**src/rtl/rc_pwm_capture.sv**
```systemverilog
// NCH-channel RC PWM width decoder: update/value appear 2 edges after a fall is first sampled; no backpressure.
// Loss detection per channel; define RCPWM_FAILSAFE_EN to force FAILSAFE onto value while a channel is lost.
module rc_pwm_capture #(
  parameter int NCH          = 4,
  parameter int TICKS_PER_US = 50,
  parameter int MIN_US       = 1000,
  parameter int SPAN         = 1000,
  parameter int ACC_LO_US    = 800,
  parameter int ACC_HI_US    = 2200,
  parameter int TIMEOUT_CYC  = 2500000,
  parameter int OUT_W        = 11,
  parameter int FAILSAFE     = 0
) (
  input  logic                 clk,
  input  logic                 reset,
  input  logic [NCH-1:0]       pwm_in,
  output logic [NCH*OUT_W-1:0] value,
  output logic [NCH-1:0]       update,
  output logic [NCH-1:0]       valid,
  output logic [NCH-1:0]       lost
);

  localparam int PW = (TICKS_PER_US > 1) ? $clog2(TICKS_PER_US) : 1;
  localparam int UW = $clog2(ACC_HI_US + 2);
  localparam int TW = $clog2(TIMEOUT_CYC + 1);

  localparam logic [PW-1:0]    PRE_MAX = PW'(TICKS_PER_US - 1);
  localparam logic [UW-1:0]    US_SAT  = UW'(ACC_HI_US + 1);
  localparam logic [UW-1:0]    US_LO   = UW'(ACC_LO_US);
  localparam logic [UW-1:0]    US_HI   = UW'(ACC_HI_US);
  localparam logic [TW-1:0]    TO_MAX  = TW'(TIMEOUT_CYC);
  localparam logic [OUT_W-1:0] FS_VAL  = OUT_W'(FAILSAFE);

`ifdef RCPWM_FAILSAFE_EN
  localparam logic FS_EN = 1'b1;
`else
  localparam logic FS_EN = 1'b0;
`endif

  localparam logic [OUT_W-1:0] RST_VAL = FS_EN ? FS_VAL : '0;

  typedef enum logic [1:0] {WAIT_LOW, IDLE, HIGH} state_t;

  logic [NCH-1:0] s1_q, s2_q, s2d_q;
  logic [NCH-1:0] rise, fall;

  state_t           state_q [NCH];
  state_t           state_d [NCH];
  logic [PW-1:0]    pre_q   [NCH];
  logic [PW-1:0]    pre_d   [NCH];
  logic [UW-1:0]    us_q    [NCH];
  logic [UW-1:0]    us_d    [NCH];
  logic [TW-1:0]    to_q    [NCH];
  logic [TW-1:0]    to_d    [NCH];
  logic [OUT_W-1:0] val_q   [NCH];
  logic [OUT_W-1:0] val_d   [NCH];
  logic [NCH-1:0]   update_q, update_d;
  logic [NCH-1:0]   valid_q, valid_d;
  logic [NCH-1:0]   lost_q, lost_d;

  // Synchroniser is deliberately left out of reset so a pulse high across reset stays visible as high.
  always_ff @(posedge clk) begin
    s1_q  <= pwm_in;
    s2_q  <= s1_q;
    s2d_q <= s2_q;
  end

  assign rise = s2_q & ~s2d_q;
  assign fall = ~s2_q & s2d_q;

  always_comb begin
    logic            acc;
    logic [PW-1:0]   pre_nxt;
    logic [UW-1:0]   us_nxt;
    logic [TW-1:0]   to_nxt;
    int              diff;
    for (int i = 0; i < NCH; i++) begin
      acc     = 1'b0;
      pre_nxt = (pre_q[i] == PRE_MAX) ? '0 : pre_q[i] + 1'b1;
      us_nxt  = us_q[i];
      if (pre_q[i] == PRE_MAX && us_q[i] != US_SAT) begin
        us_nxt = us_q[i] + 1'b1;
      end
      to_nxt = (to_q[i] == TO_MAX) ? TO_MAX : to_q[i] + 1'b1;
      diff   = int'(us_nxt) - MIN_US;

      state_d[i]  = state_q[i];
      pre_d[i]    = pre_q[i];
      us_d[i]     = us_q[i];
      to_d[i]     = to_nxt;
      val_d[i]    = val_q[i];
      update_d[i] = 1'b0;
      valid_d[i]  = valid_q[i];
      lost_d[i]   = lost_q[i];

      case (state_q[i])
        WAIT_LOW: begin
          if (!s2_q[i]) state_d[i] = IDLE;
        end
        IDLE: begin
          if (rise[i]) begin
            pre_d[i]   = '0;
            us_d[i]    = '0;
            state_d[i] = HIGH;
          end
        end
        HIGH: begin
          // Every HIGH cycle counts, including the one that sees the fall, so the width is floor(H/TICKS).
          pre_d[i] = pre_nxt;
          us_d[i]  = us_nxt;
          if (fall[i]) begin
            state_d[i] = IDLE;
            acc        = (us_nxt >= US_LO) && (us_nxt <= US_HI);
          end else if (us_nxt > US_HI) begin
            state_d[i] = WAIT_LOW;
          end
        end
        default: state_d[i] = WAIT_LOW;
      endcase

      if (acc) begin
        if (diff < 0)          val_d[i] = '0;
        else if (diff > SPAN)  val_d[i] = OUT_W'(SPAN);
        else                   val_d[i] = OUT_W'(diff);
        update_d[i] = 1'b1;
        valid_d[i]  = 1'b1;
        lost_d[i]   = 1'b0;
        to_d[i]     = '0;
      end else if (to_nxt == TO_MAX && !lost_q[i]) begin
        lost_d[i]  = 1'b1;
        valid_d[i] = 1'b0;
        if (FS_EN) val_d[i] = FS_VAL;
      end
    end
  end

  always_ff @(posedge clk) begin
    if (reset) begin
      for (int i = 0; i < NCH; i++) begin
        state_q[i] <= WAIT_LOW;
        pre_q[i]   <= '0;
        us_q[i]    <= '0;
        to_q[i]    <= '0;
        val_q[i]   <= RST_VAL;
      end
      update_q <= '0;
      valid_q  <= '0;
      lost_q   <= '0;
    end else begin
      for (int i = 0; i < NCH; i++) begin
        state_q[i] <= state_d[i];
        pre_q[i]   <= pre_d[i];
        us_q[i]    <= us_d[i];
        to_q[i]    <= to_d[i];
        val_q[i]   <= val_d[i];
      end
      update_q <= update_d;
      valid_q  <= valid_d;
      lost_q   <= lost_d;
    end
  end

  for (genvar g = 0; g < NCH; g++) begin : g_out
    assign value[g*OUT_W +: OUT_W] = val_q[g];
  end

  assign update = update_q;
  assign valid  = valid_q;
  assign lost   = lost_q;

endmodule

```
**config.mk**
```make
export PLATFORM = sky130hd
export DESIGN_NAME = rc_pwm_capture
export DESIGN_NICKNAME = d
export VERILOG_FILES = /design/src/rtl/rc_pwm_capture.sv
export SDC_FILE = /design/constraint.sdc
export NUM_CORES = 1
export LEC_CHECK = 0
export ABC_AREA = 1
export BUFFER_PORTS_ARGS = -buffer_cell sky130_fd_sc_hd__buf_2
export CAP_MARGIN = 15
export CELL_PAD_IN_SITES_DETAIL_PLACEMENT = 0
export CELL_PAD_IN_SITES_GLOBAL_PLACEMENT = 1
export CORE_MARGIN = 2
export CORE_UTILIZATION = 45
export CTS_CLUSTER_DIAMETER = 100
export CTS_CLUSTER_SIZE = 25
export DETAILED_ROUTE_END_ITERATION = 16
export PLACE_DENSITY_LB_ADDON = 0.12
export SLEW_MARGIN = 20
export SYNTH_ARGS = -nofsm -noshare
export SYNTH_HDL_FRONTEND = slang
export SYNTH_SLANG_ARGS = --single-unit
```
**constraint.sdc**
```tcl
create_clock -name clk -period 3 [get_ports clk]
set_input_delay 0.45 -clock clk [delete_from_list [all_inputs] [get_ports clk]]
set_output_delay 0.45 -clock clk [all_outputs]
set_load 0.01 [all_outputs]
```
# Word-level counts from Yosys, hierarchy flattened
# Memories as Yosys holds them, arrays and structs flattened.
# Index checks and enable logic that the tools add are counted.
[word_totals] elab_cells=236 reg_bits=24 out_inout_bits=56 mem_count=5 in_bits=6 mem_bits_rw=212
[mem_list] name="to_q" depth=4 word_bits=22 read_ports=4 rd_clocked_by_memory_dff=0 write_ports=4 line_no="53" source="logic [TW-1:0] to_q [NCH];"
[mem_list] name="us_q" depth=4 word_bits=12 read_ports=4 rd_clocked_by_memory_dff=0 write_ports=4 line_no="51" source="logic [UW-1:0] us_q [NCH];"
[mem_list] name="val_q" depth=4 word_bits=11 read_ports=4 rd_clocked_by_memory_dff=0 write_ports=4 line_no="55" source="logic [OUT_W-1:0] val_q [NCH];"
[mem_list] name="pre_q" depth=4 word_bits=6 read_ports=4 rd_clocked_by_memory_dff=0 write_ports=4 line_no="49" source="logic [PW-1:0] pre_q [NCH];"
[mem_list] name="state_q" depth=4 word_bits=2 read_ports=4 rd_clocked_by_memory_dff=0 write_ports=4 line_no="47" source="state_t state_q [NCH];"
[classes] eq_ne=24 n_bitwise=24 addsub=16 mux=107 magnitude_cmp=20 n_reduce_logical=28
[op_table] cell="two-way mux 22 bit" n=12
[op_table] cell="== test 22 bit, second input constant" n=8
[op_table] cell="two-way mux 11 bit" n=16
[op_table] cell="two-way mux 12 bit" n=12
[op_table] cell="case mux 12 bit (2 select lines)" n=4
[op_table] cell="adder 22 x 1 -> 22 bit, second input constant" n=4
[op_table] cell="two-way mux 6 bit" n=12
[op_table] cell="greater-than comparator 13 x 11 -> 1 bit, second input constant" n=4
[op_table] cell="< comparator 13 x 1 -> 1 bit, second input constant" n=4
[op_table] cell="subtractor 12 x 10 -> 13 bit, second input constant" n=4
[op_table] cell="adder 12 x 1 -> 12 bit, second input constant" n=4
[op_table] cell="greater-or-equal comparator 12 x 10 -> 1 bit, second input constant" n=4
[op_table] cell="greater-than comparator 12 bit, second input constant" n=4
[op_table] cell="less-or-equal comparator 12 bit, second input constant" n=4
[op_table] cell="inequality test 12 bit, second input constant" n=4
[op_table] cell="case mux 6 bit (2 select lines)" n=4
[op_table] cell="two-way mux 2 bit" n=20
[op_table] cell="adder 6 x 1 -> 6 bit, second input constant" n=4
[op_table] cell="== test 6 bit, second input constant" n=4
[op_table] cell="case mux 2 bit (3 select lines)" n=4
[op_table] cell="two-way mux 1 bit" n=23
[op_table] cell="bitwise OR 1 bit" n=20
[op_table] cell="logical AND 1 bit" n=12
[op_table] cell="bitwise AND 4 bit" n=2
[op_table] cell="other kinds (7)" n=26

# Logic depth before layout (Yosys ltp)
# Gate-level depths: netlist of run 1.
[logic_depth] ltp_word=9 depth_mapped=23

# Worst setup path before layout of run 1
# No wires, ideal clock.
[synth_path] path_kind="flip-flop to flip-flop" startpoint="memory us_q[1][0] (netlist name)" endpoint="memory val_q[1][5]" synth_period_minus_slack_ps=2585 setup_slack_ps=415 setup_time_ps=113 arrival_ps=2472 path_stages_with_launch=21 required_ps=2887 n_path_buf=0 cell_sequence="dfxtp_1 -> ha_1 -> nand2_1 -> nor2_1 -> nand3_4 -> nand2_4 -> nand2_1 -> nand2_2 -> inv_2 -> ha_1 -> nand3b_1 -> nor2_1 -> nand2_1 -> nand3_1 -> nand2_1 -> nor2_2 -> nand2_1 -> nand2_2 -> nand2_1 -> nand2_1 -> nand2_1"
[synth_rtl] element="from (decl)" line_no="51"
[synth_rtl] element="to (decl)" line_no="55"

==> results of run 1 <==
[cells in the mapped netlist, drive strengths merged]
cell type and number:
nor3 52, o31ai 1, nand3b 14, o32ai 2, nand4 75, a21oi 94
nand2 676, inv 290, dfxtp 236, nor2 296, o211ai 5, ha 36
or2 7, clkbuf 19, nand3 221, xor2 64, buf 25, o21ai 66
o22ai 2, nor4 24, a211oi 5, a221oi 4, o221ai 1, xnor2 10
o21bai 1, clkinv 3
[cell usage in the layout, fill, tap and decap left out, types with 3 or more instances in the layout]
cell type,n
sky130_fd_sc_hd__nand2_1,622
sky130_fd_sc_hd__inv_1,259
sky130_fd_sc_hd__dfxtp_1,229
sky130_fd_sc_hd__nand3_1,214
sky130_fd_sc_hd__nor2_1,199
sky130_fd_sc_hd__a21oi_1,92
sky130_fd_sc_hd__nand4_1,73
sky130_fd_sc_hd__buf_4,65
sky130_fd_sc_hd__xor2_1,64
sky130_fd_sc_hd__buf_2,61
sky130_fd_sc_hd__nor2_4,55
sky130_fd_sc_hd__o21ai_0,49
sky130_fd_sc_hd__nor3_1,47
sky130_fd_sc_hd__nor2_2,42
sky130_fd_sc_hd__nand2_2,40
sky130_fd_sc_hd__ha_1,33
sky130_fd_sc_hd__inv_2,31
sky130_fd_sc_hd__nor4_1,24
sky130_fd_sc_hd__clkbuf_16,15
sky130_fd_sc_hd__nand3b_1,14
sky130_fd_sc_hd__nand2_4,13
sky130_fd_sc_hd__o21ai_1,13
sky130_fd_sc_hd__xnor2_1,10
sky130_fd_sc_hd__or2_2,7
sky130_fd_sc_hd__dfxtp_2,6
sky130_fd_sc_hd__nor3_2,5
sky130_fd_sc_hd__a211oi_1,5
sky130_fd_sc_hd__o211ai_1,5
sky130_fd_sc_hd__inv_6,5
sky130_fd_sc_hd__nand3_2,4
sky130_fd_sc_hd__a221oi_1,4
sky130_fd_sc_hd__buf_12,4
sky130_fd_sc_hd__nand3_4,3
sky130_fd_sc_hd__clkinv_1,3
[critical path: stages, from the launching register on]
cell                       delay [ps]
sky130_fd_sc_hd__dfxtp_2          350
sky130_fd_sc_hd__inv_1             70
sky130_fd_sc_hd__ha_1             130
sky130_fd_sc_hd__nand2_1           60
sky130_fd_sc_hd__nor2_2           160
sky130_fd_sc_hd__nand3_4          140
sky130_fd_sc_hd__nand2_4          110
sky130_fd_sc_hd__nand2_1           60
sky130_fd_sc_hd__nand2_2          130
sky130_fd_sc_hd__inv_2             80
sky130_fd_sc_hd__ha_1             210
sky130_fd_sc_hd__nand3b_1         210
sky130_fd_sc_hd__nor2_2           170
sky130_fd_sc_hd__nand2_2           80
sky130_fd_sc_hd__nand3_1           70
sky130_fd_sc_hd__nand2_1           80
sky130_fd_sc_hd__nor2_2           140
sky130_fd_sc_hd__nand2_1          100
sky130_fd_sc_hd__nand2_2          130
sky130_fd_sc_hd__nand2_1           70
sky130_fd_sc_hd__nand2_1           60
sky130_fd_sc_hd__nand2_1           50
[power by group through the flow]
stage          sequential [mW]  combinational, mW  clock (mW)
4_1_cts                   3.18              0.240        2.37
3_3_place_gp              3.25              0.236           0
2_1_floorplan             3.25              0.186           0
6_report                  3.18              0.237        2.25
3_5_place_dp              3.26              0.238           0
5_1_grt                   3.19              0.267        2.48
[worst paths after layout]
check                 to  cells past startpoint        from  slack, ps
min              s1_q[3]                      1   pwm_in[3]         30
max reg2reg  val_q[1][5]                     21  us_q[1][1]        240
max          val_q[1][5]                     21  us_q[1][1]        240
min reg2reg     s2d_q[0]                      0     s2_q[0]        330
[metrics by stage]
| stage | utilization [%] | worst slack [ps] | hold slack [ps] |
|---|---|---|---|
| global route | 50.8 | -23.9 | 7.35 |
| detailed placement | 48.4 | 71.7 | 317 |
| CTS | 49.9 | 33.3 | 12.5 |
| floorplan | - | 415 | 310 |
| global placement | 48.4 | 165 | 314 |
| finish | 50.8 | 243 | 30.9 |
[cell families (layout without fill, tap and decap cells)]
logic type	count (synthesis)	count (layout)
compound gates	181	181
simple gates	1365	1366
xor+xnor	74	74
fa+ha+maj	36	36
flops	236	236
buf+inv	337	447
[metal layers]
layer / wire length, microns / vias to the layer above / GRT usage (%)
met5: 13 / - / 0
met4: 724 / 2 / 4.89
met3: 1630 / 54 / 2.75
met2: 16700 / 286 / 36.0
met1: 18300 / 6402 / 30.1
li1: - / 7368 / -
[state kept, by name, summed over array words and instances (netlist names)]
signal / count
update: 4
us_q: 48
s1_q: 4
s2_q: 4
s2d_q: 4
val_q: 44
pre_q: 24
lost: 4
valid: 4
state_q: 8
to_q: 88
[area by class of cell]
class	count	area (sq um)
Clock buffer	15	375
Clock inverter	9	111
Fill cell	3336	16000
Inverter	293	1100
Multi-Input combinational cell	1657	8750
Sequential cell	236	4740
Tap cell	442	553
Timing Repair Buffer	130	873
[what timing repair did]
item,in CTS,in global routing
hold buffers,0,0
resized for setup,0,27
endpoints found under the setup margin,0,84
setup buffers,0,27
==> impl_metrics.prom, run 1 <==
# TYPE chip_impl_metric gauge
chip_impl_info{name="status",value="complete, no violations"} 1
chip_impl_metric{name="detailroute.via_count",unit=""} 14100
chip_impl_metric{name="final_routed_wire_length_divided_by_cell_count",unit="microns"} 13.4
chip_impl_metric{name="max-clock-path-buffers",unit=""} 3
chip_impl_info{name="endpoint_kind",value="flop"} 1
chip_impl_metric{name="final_max_slew_viol_count",unit=""} 0
chip_impl_metric{name="drt_iter0_markers",unit=""} 817
chip_impl_metric{name="layout-drive-gt1-share",unit="%"} 16.0
chip_impl_info{name="synth.area.top_cells",value="sky130_fd_sc_hd__dfxtp_1, sky130_fd_sc_hd__nand2_1, sky130_fd_sc_hd__nand3_1, sky130_fd_sc_hd__inv_1, sky130_fd_sc_hd__nor2_1"} 1
chip_impl_metric{name="place.port_buffers",unit=""} 61
chip_impl_metric{name="grt_first_pass_wirelength",unit="microns"} 62500
chip_impl_metric{name="synth_cell_types",unit=""} 44
chip_impl_metric{name="fraction_of_synthesized_area_in_multiplexers",unit="%"} 0
chip_impl_metric{name="cellPowerDensity",unit="mW/mm^2"} 344
chip_impl_metric{name="area_growth",unit="%"} 11.5
chip_impl_metric{name="post_synthesis_sequential_element_count",unit=""} 236
chip_impl_metric{name="floorplan.die.height",unit="microns"} 185
chip_impl_metric{name="syn_inst",unit=""} 2229
chip_impl_metric{name="yosys.area.top_type_share",unit="%"} 31.9
chip_impl_metric{name="report.final.setup_viol",unit=""} 0
chip_impl_metric{name="syn_area",unit="sq mm"} 0.0148
chip_impl_info{name="crit_path_start_kind",value="flop"} 1
chip_impl_metric{name="firstDrtPassIters",unit=""} 5
chip_impl_metric{name="leakage",unit="nW"} 6.68
chip_impl_metric{name="seq_power_share",unit="%"} 56.1
chip_impl_metric{name="power.share.switching",unit="%"} 24.6
chip_impl_metric{name="dpl-instance-area",unit="sq mm"} 0.0157
chip_impl_metric{name="ys_seq_area_share",unit="%"} 31.9
chip_impl_metric{name="insertedDiodeCount",unit=""} 0
chip_impl_metric{name="totalPowerFinal",unit="mW"} 5.67
chip_impl_metric{name="cp_data_arrival_time",unit="ps"} 3170
chip_impl_metric{name="synth_area_in_adders",unit="%"} 3.04
chip_impl_metric{name="grt.overflow.total",unit=""} 0
chip_impl_metric{name="netSwitchingPower",unit="mW"} 1.39
chip_impl_metric{name="final_period_minus_worst_setup_slack",unit="ps"} 2760
chip_impl_metric{name="die_width",unit="microns"} 185
chip_impl_info{name="worst-setup-path-type",value="flop to flop"} 1
chip_impl_info{name="min-delay-path-class",value="input port to flop"} 1
chip_impl_metric{name="placement_rows",unit=""} 66
chip_impl_metric{name="cts_buffers",unit=""} 15
chip_impl_metric{name="cp_max_fo",unit=""} 6
chip_impl_metric{name="cts.clk_slew.worst_paths",unit="ps"} 100
chip_impl_metric{name="grt_pass1_vias",unit=""} 13000
chip_impl_metric{name="fmax",unit="MHz"} 363
chip_impl_metric{name="clk_latency",unit="ps"} 510
chip_impl_metric{name="drcViolationCount",unit=""} 0
chip_impl_metric{name="cell_internal_pwr",unit="mW"} 4.28
chip_impl_metric{name="ratio_of_final_minimum_period_to_clock_period",unit="%"} 91.9
chip_impl_metric{name="dieArea",unit="sq mm"} 0.0344
chip_impl_metric{name="gp_routability_congestion",unit=""} 0.913
chip_impl_info{name="synth_top_family_by_area",value="simple AND/OR/NAND/NOR gates"} 1
chip_impl_metric{name="start_util",unit="%"} 45.6
chip_impl_metric{name="io_pins",unit=""} 62
chip_impl_metric{name="postRouteAntennaNets",unit=""} 0
chip_impl_metric{name="pin_count_of_the_biggest_net_entering_global_routing",unit=""} 78
chip_impl_metric{name="numClockSinks",unit=""} 236
chip_impl_metric{name="worst_slew_pin_slew",unit="ps"} 913
chip_impl_metric{name="fp.coreArea",unit="sq mm"} 0.0325
chip_impl_metric{name="final_cell_count_no_fill",unit=""} 2782
chip_impl_metric{name="hpwl",unit="microns"} 28100
chip_impl_metric{name="finish.net_count",unit=""} 2375
chip_impl_metric{name="route.final.wire_length",unit="microns"} 37400
chip_impl_info{name="cts_tree",value="yes"} 1
chip_impl_metric{name="finalClockSkew",unit="ps"} 25.5
chip_impl_metric{name="critical_path_required",unit="ps"} 3420
chip_impl_metric{name="synth_xor_xnor_area_share",unit="%"} 4.38
chip_impl_info{name="cts_root_buf",value="sky130_fd_sc_hd__clkbuf_16"} 1
chip_impl_metric{name="timing.max_slew.rel_slack",unit="%"} 39.2
chip_impl_metric{name="detail_route.vias_per_cell",unit=""} 5.07
chip_impl_metric{name="timing_hold_violations_final",unit=""} 0
chip_impl_metric{name="combPwrFrac",unit="%"} 4.2
chip_impl_metric{name="synth_simple_gate_area_share",unit="%"} 44.3
chip_impl_metric{name="place.detailed.instances",unit=""} 2730
chip_impl_metric{name="synthesis_warning_total",unit=""} 0
chip_impl_metric{name="maxCapViolCount",unit=""} 0
chip_impl_metric{name="timing.setup.tns",unit="ps"} 0
chip_impl_metric{name="postSynthNetCount",unit=""} 2271
chip_impl_metric{name="synthesis.area_per_instance",unit="sq um"} 6.64
chip_impl_info{name="yosysTopAreaCell",value="sky130_fd_sc_hd__dfxtp_1"} 1
chip_impl_metric{name="p_clk_share",unit="%"} 39.7
chip_impl_metric{name="finalInstanceArea",unit="sq mm"} 0.0165
chip_impl_metric{name="antenna_found_initial",unit=""} 1
chip_impl_metric{name="cts_max_level",unit=""} 1
chip_impl_metric{name="global_route_usage_over_all_layers",unit="%"} 21.8
chip_impl_metric{name="synth-compound-area-share",unit="%"} 6.77
chip_impl_metric{name="vdd_ir_drop_max",unit="V"} 0.000363
Power figures use the tool's default switching activity.
==> run 2: changes to the inputs <==
Settings changed: CORE_MARGIN 2 to 4, MAX_ROUTING_LAYER from default to met4.
==> impl_metrics.prom, run 2 (same netlist as run 1, synthesis figures left out) <==
# TYPE chip_impl_metric gauge
chip_impl_info{name="status",value="complete, no violations"} 1
chip_impl_metric{name="ff2ff_path_depth",unit=""} 22
chip_impl_metric{name="maxCapViolCount",unit=""} 0
chip_impl_info{name="most-common-layout-cells",value="sky130_fd_sc_hd__nand2_1, sky130_fd_sc_hd__inv_1, sky130_fd_sc_hd__dfxtp_1, sky130_fd_sc_hd__nand3_1, sky130_fd_sc_hd__nor2_1"} 1
chip_impl_metric{name="gp_routability_congestion",unit=""} 0.932
chip_impl_metric{name="postCtsHoldBufs",unit=""} 0
chip_impl_metric{name="cts_max_level",unit=""} 1
chip_impl_metric{name="floorplan.die.height",unit="microns"} 189
chip_impl_metric{name="global_route_usage_over_all_layers",unit="%"} 21.1
chip_impl_metric{name="largest_reg_flops",unit=""} 88
chip_impl_metric{name="pin_count_of_the_biggest_net_entering_global_routing",unit=""} 78
chip_impl_metric{name="cp_data_arrival_time",unit="ps"} 3140
chip_impl_metric{name="antenna_found_initial",unit=""} 0
chip_impl_metric{name="start_util",unit="%"} 45.6
chip_impl_metric{name="postRouteAntennaNets",unit=""} 0
chip_impl_metric{name="totalPowerFinal",unit="mW"} 5.55
chip_impl_metric{name="max-clock-path-buffers",unit=""} 3
chip_impl_metric{name="finalInstanceArea",unit="sq mm"} 0.0164
chip_impl_metric{name="insertedDiodeCount",unit=""} 0
chip_impl_info{name="layout.cells.most_common",value="sky130_fd_sc_hd__nand2_1"} 1
chip_impl_metric{name="critical_path_required",unit="ps"} 3390
chip_impl_info{name="endpoint_kind",value="flop"} 1
chip_impl_metric{name="ratio_of_final_minimum_period_to_clock_period",unit="%"} 91.6
chip_impl_metric{name="grt_pass1_vias",unit=""} 13000
chip_impl_metric{name="clk_latency",unit="ps"} 500
chip_impl_metric{name="final_cell_count_no_fill",unit=""} 2768
chip_impl_metric{name="cts_buffers",unit=""} 15
chip_impl_metric{name="detailroute.via_count",unit=""} 13900
chip_impl_metric{name="drt_iter0_markers",unit=""} 909
chip_impl_metric{name="die_width",unit="microns"} 189
chip_impl_metric{name="firstDrtPassIters",unit=""} 6
chip_impl_info{name="crit_path_start_kind",value="flop"} 1
chip_impl_metric{name="fmax",unit="MHz"} 364
chip_impl_metric{name="io_pins",unit=""} 62
chip_impl_metric{name="report.final.setup_viol",unit=""} 0
chip_impl_metric{name="grt.overflow.total",unit=""} 0
chip_impl_metric{name="place.detailed.instances",unit=""} 2729
chip_impl_metric{name="area_growth",unit="%"} 10.6
chip_impl_metric{name="place.port_buffers",unit=""} 61
chip_impl_metric{name="cts.clk_slew.worst_paths",unit="ps"} 100
chip_impl_metric{name="leakage",unit="nW"} 6.61
chip_impl_metric{name="vdd_ir_drop_max",unit="V"} 0.000470
chip_impl_metric{name="final.hold.worst_slack",unit="ps"} 37.9
chip_impl_metric{name="timing.max_slew.rel_slack",unit="%"} 38.2
chip_impl_metric{name="placement_rows",unit=""} 66
chip_impl_metric{name="final_max_slew_viol_count",unit=""} 0
chip_impl_metric{name="cp_max_fo",unit=""} 8
chip_impl_metric{name="final_routed_wire_length_divided_by_cell_count",unit="microns"} 13.6
chip_impl_info{name="worst-setup-path-type",value="flop to flop"} 1
chip_impl_info{name="min-delay-path-class",value="input port to flop"} 1
chip_impl_metric{name="layout-drive-gt1-share",unit="%"} 15.4
chip_impl_metric{name="worst_slew_pin_slew",unit="ps"} 927
chip_impl_info{name="layout_top_registers",value="to_q (88), us_q (48), val_q (44)"} 1
chip_impl_metric{name="dieArea",unit="sq mm"} 0.0359
chip_impl_metric{name="fp.coreArea",unit="sq mm"} 0.0325
chip_impl_metric{name="finish.net_count",unit=""} 2363
chip_impl_metric{name="final_period_minus_worst_setup_slack",unit="ps"} 2750
chip_impl_metric{name="route.final.wire_length",unit="microns"} 37600
chip_impl_metric{name="dpl-instance-area",unit="sq mm"} 0.0157
chip_impl_metric{name="timing_hold_violations_final",unit=""} 0
chip_impl_info{name="cts_root_buf",value="sky130_fd_sc_hd__clkbuf_16"} 1
chip_impl_metric{name="grt_first_pass_wirelength",unit="microns"} 63300
chip_impl_info{name="largest-register",value="to_q"} 1
chip_impl_metric{name="numClockSinks",unit=""} 236
chip_impl_metric{name="detail_route.vias_per_cell",unit=""} 5.01
chip_impl_metric{name="hold_path_depth",unit=""} 1
chip_impl_metric{name="finalClockSkew",unit="ps"} 21.3
chip_impl_metric{name="drcViolationCount",unit=""} 0
chip_impl_metric{name="hpwl",unit="microns"} 28600
chip_impl_metric{name="cellPowerDensity",unit="mW/mm^2"} 339
chip_impl_info{name="cts_tree",value="yes"} 1
[run 2: changes by cell type in the layout (fill, tap and decap cells not counted), sizes merged]
cell / change
nand2: -1
bufinv: -1
inv: -4
clkinv: +3
clkbuf: +1
buf: -12
[run 2: power breakdown]
part | switching (mW) | internal (mW)
combinational | 0.167 | 0.0643
sequential | 0.0210 | 3.16
clock | 1.17 | 0.961
total | 1.36 | 4.18
[run 2: worst paths after layout]
check / startpoint / end / slack, ps
hold / removal: pwm_in[0] / s1_q[0] / 40
setup reg to reg: us_q[3][1] / val_q[3][6] / 250
setup / recovery: us_q[3][1] / val_q[3][6] / 250
hold reg to reg: s1_q[2] / s2_q[2] / 340
[run 2: through the flow]
step           worst slack, ps  setup TNS (ps)  util, %
2_1_floorplan              415               0        -
3_3_place_gp              52.6               0     48.3
3_5_place_dp              35.0               0     48.3
4_1_cts                   4.16               0     49.7
5_1_grt                  -1.78           -2.48     50.4
6_report                   251               0     50.4
[run 2: critical path: stages (launching register included)]
cell and delay (ps):
sky130_fd_sc_hd__dfxtp_2 360, sky130_fd_sc_hd__inv_1 80, sky130_fd_sc_hd__ha_1 160, sky130_fd_sc_hd__nand2_1 60, sky130_fd_sc_hd__nor2_2 130, sky130_fd_sc_hd__nand3_4 150
sky130_fd_sc_hd__nand2_4 120, sky130_fd_sc_hd__nand2_1 90, sky130_fd_sc_hd__nand2_4 120, sky130_fd_sc_hd__inv_1 70, sky130_fd_sc_hd__ha_1 210, sky130_fd_sc_hd__inv_1 70
sky130_fd_sc_hd__nand3_2 130, sky130_fd_sc_hd__nor2_4 150, sky130_fd_sc_hd__nand2_1 80, sky130_fd_sc_hd__nand3_1 70, sky130_fd_sc_hd__nand2_1 80, sky130_fd_sc_hd__nor2_2 140
sky130_fd_sc_hd__nand2_1 90, sky130_fd_sc_hd__nand2_2 130, sky130_fd_sc_hd__nand2_1 70, sky130_fd_sc_hd__nand2_1 60, sky130_fd_sc_hd__nand2_1 40
[run 2: cell type report]
class	instances	area, sq um
repair buffers	119	776
inverters	293	1100
well taps	442	553
fillers	3327	16100
multi-input cells	1656	8740
clock buffers	15	375
flip-flops and latches	236	4730
clock inverters	7	83.8
[run 2: timing repair]
action,CTS,global route
gates resized for setup,0,26
setup endpoints to repair,0,81
setup buffers,0,17
[run 2: per-layer routing]
layer	part of all wire (%)	routed length [microns]	track usage (%)	vias to the layer above
met1	49	18300	28.5	6270
li1	-	-	-	7334
met3	3.1	1150	1.94	39
met4	1.7	648	3.95	0
met2	47	17500	35.0	237
met5	0	0	-	-
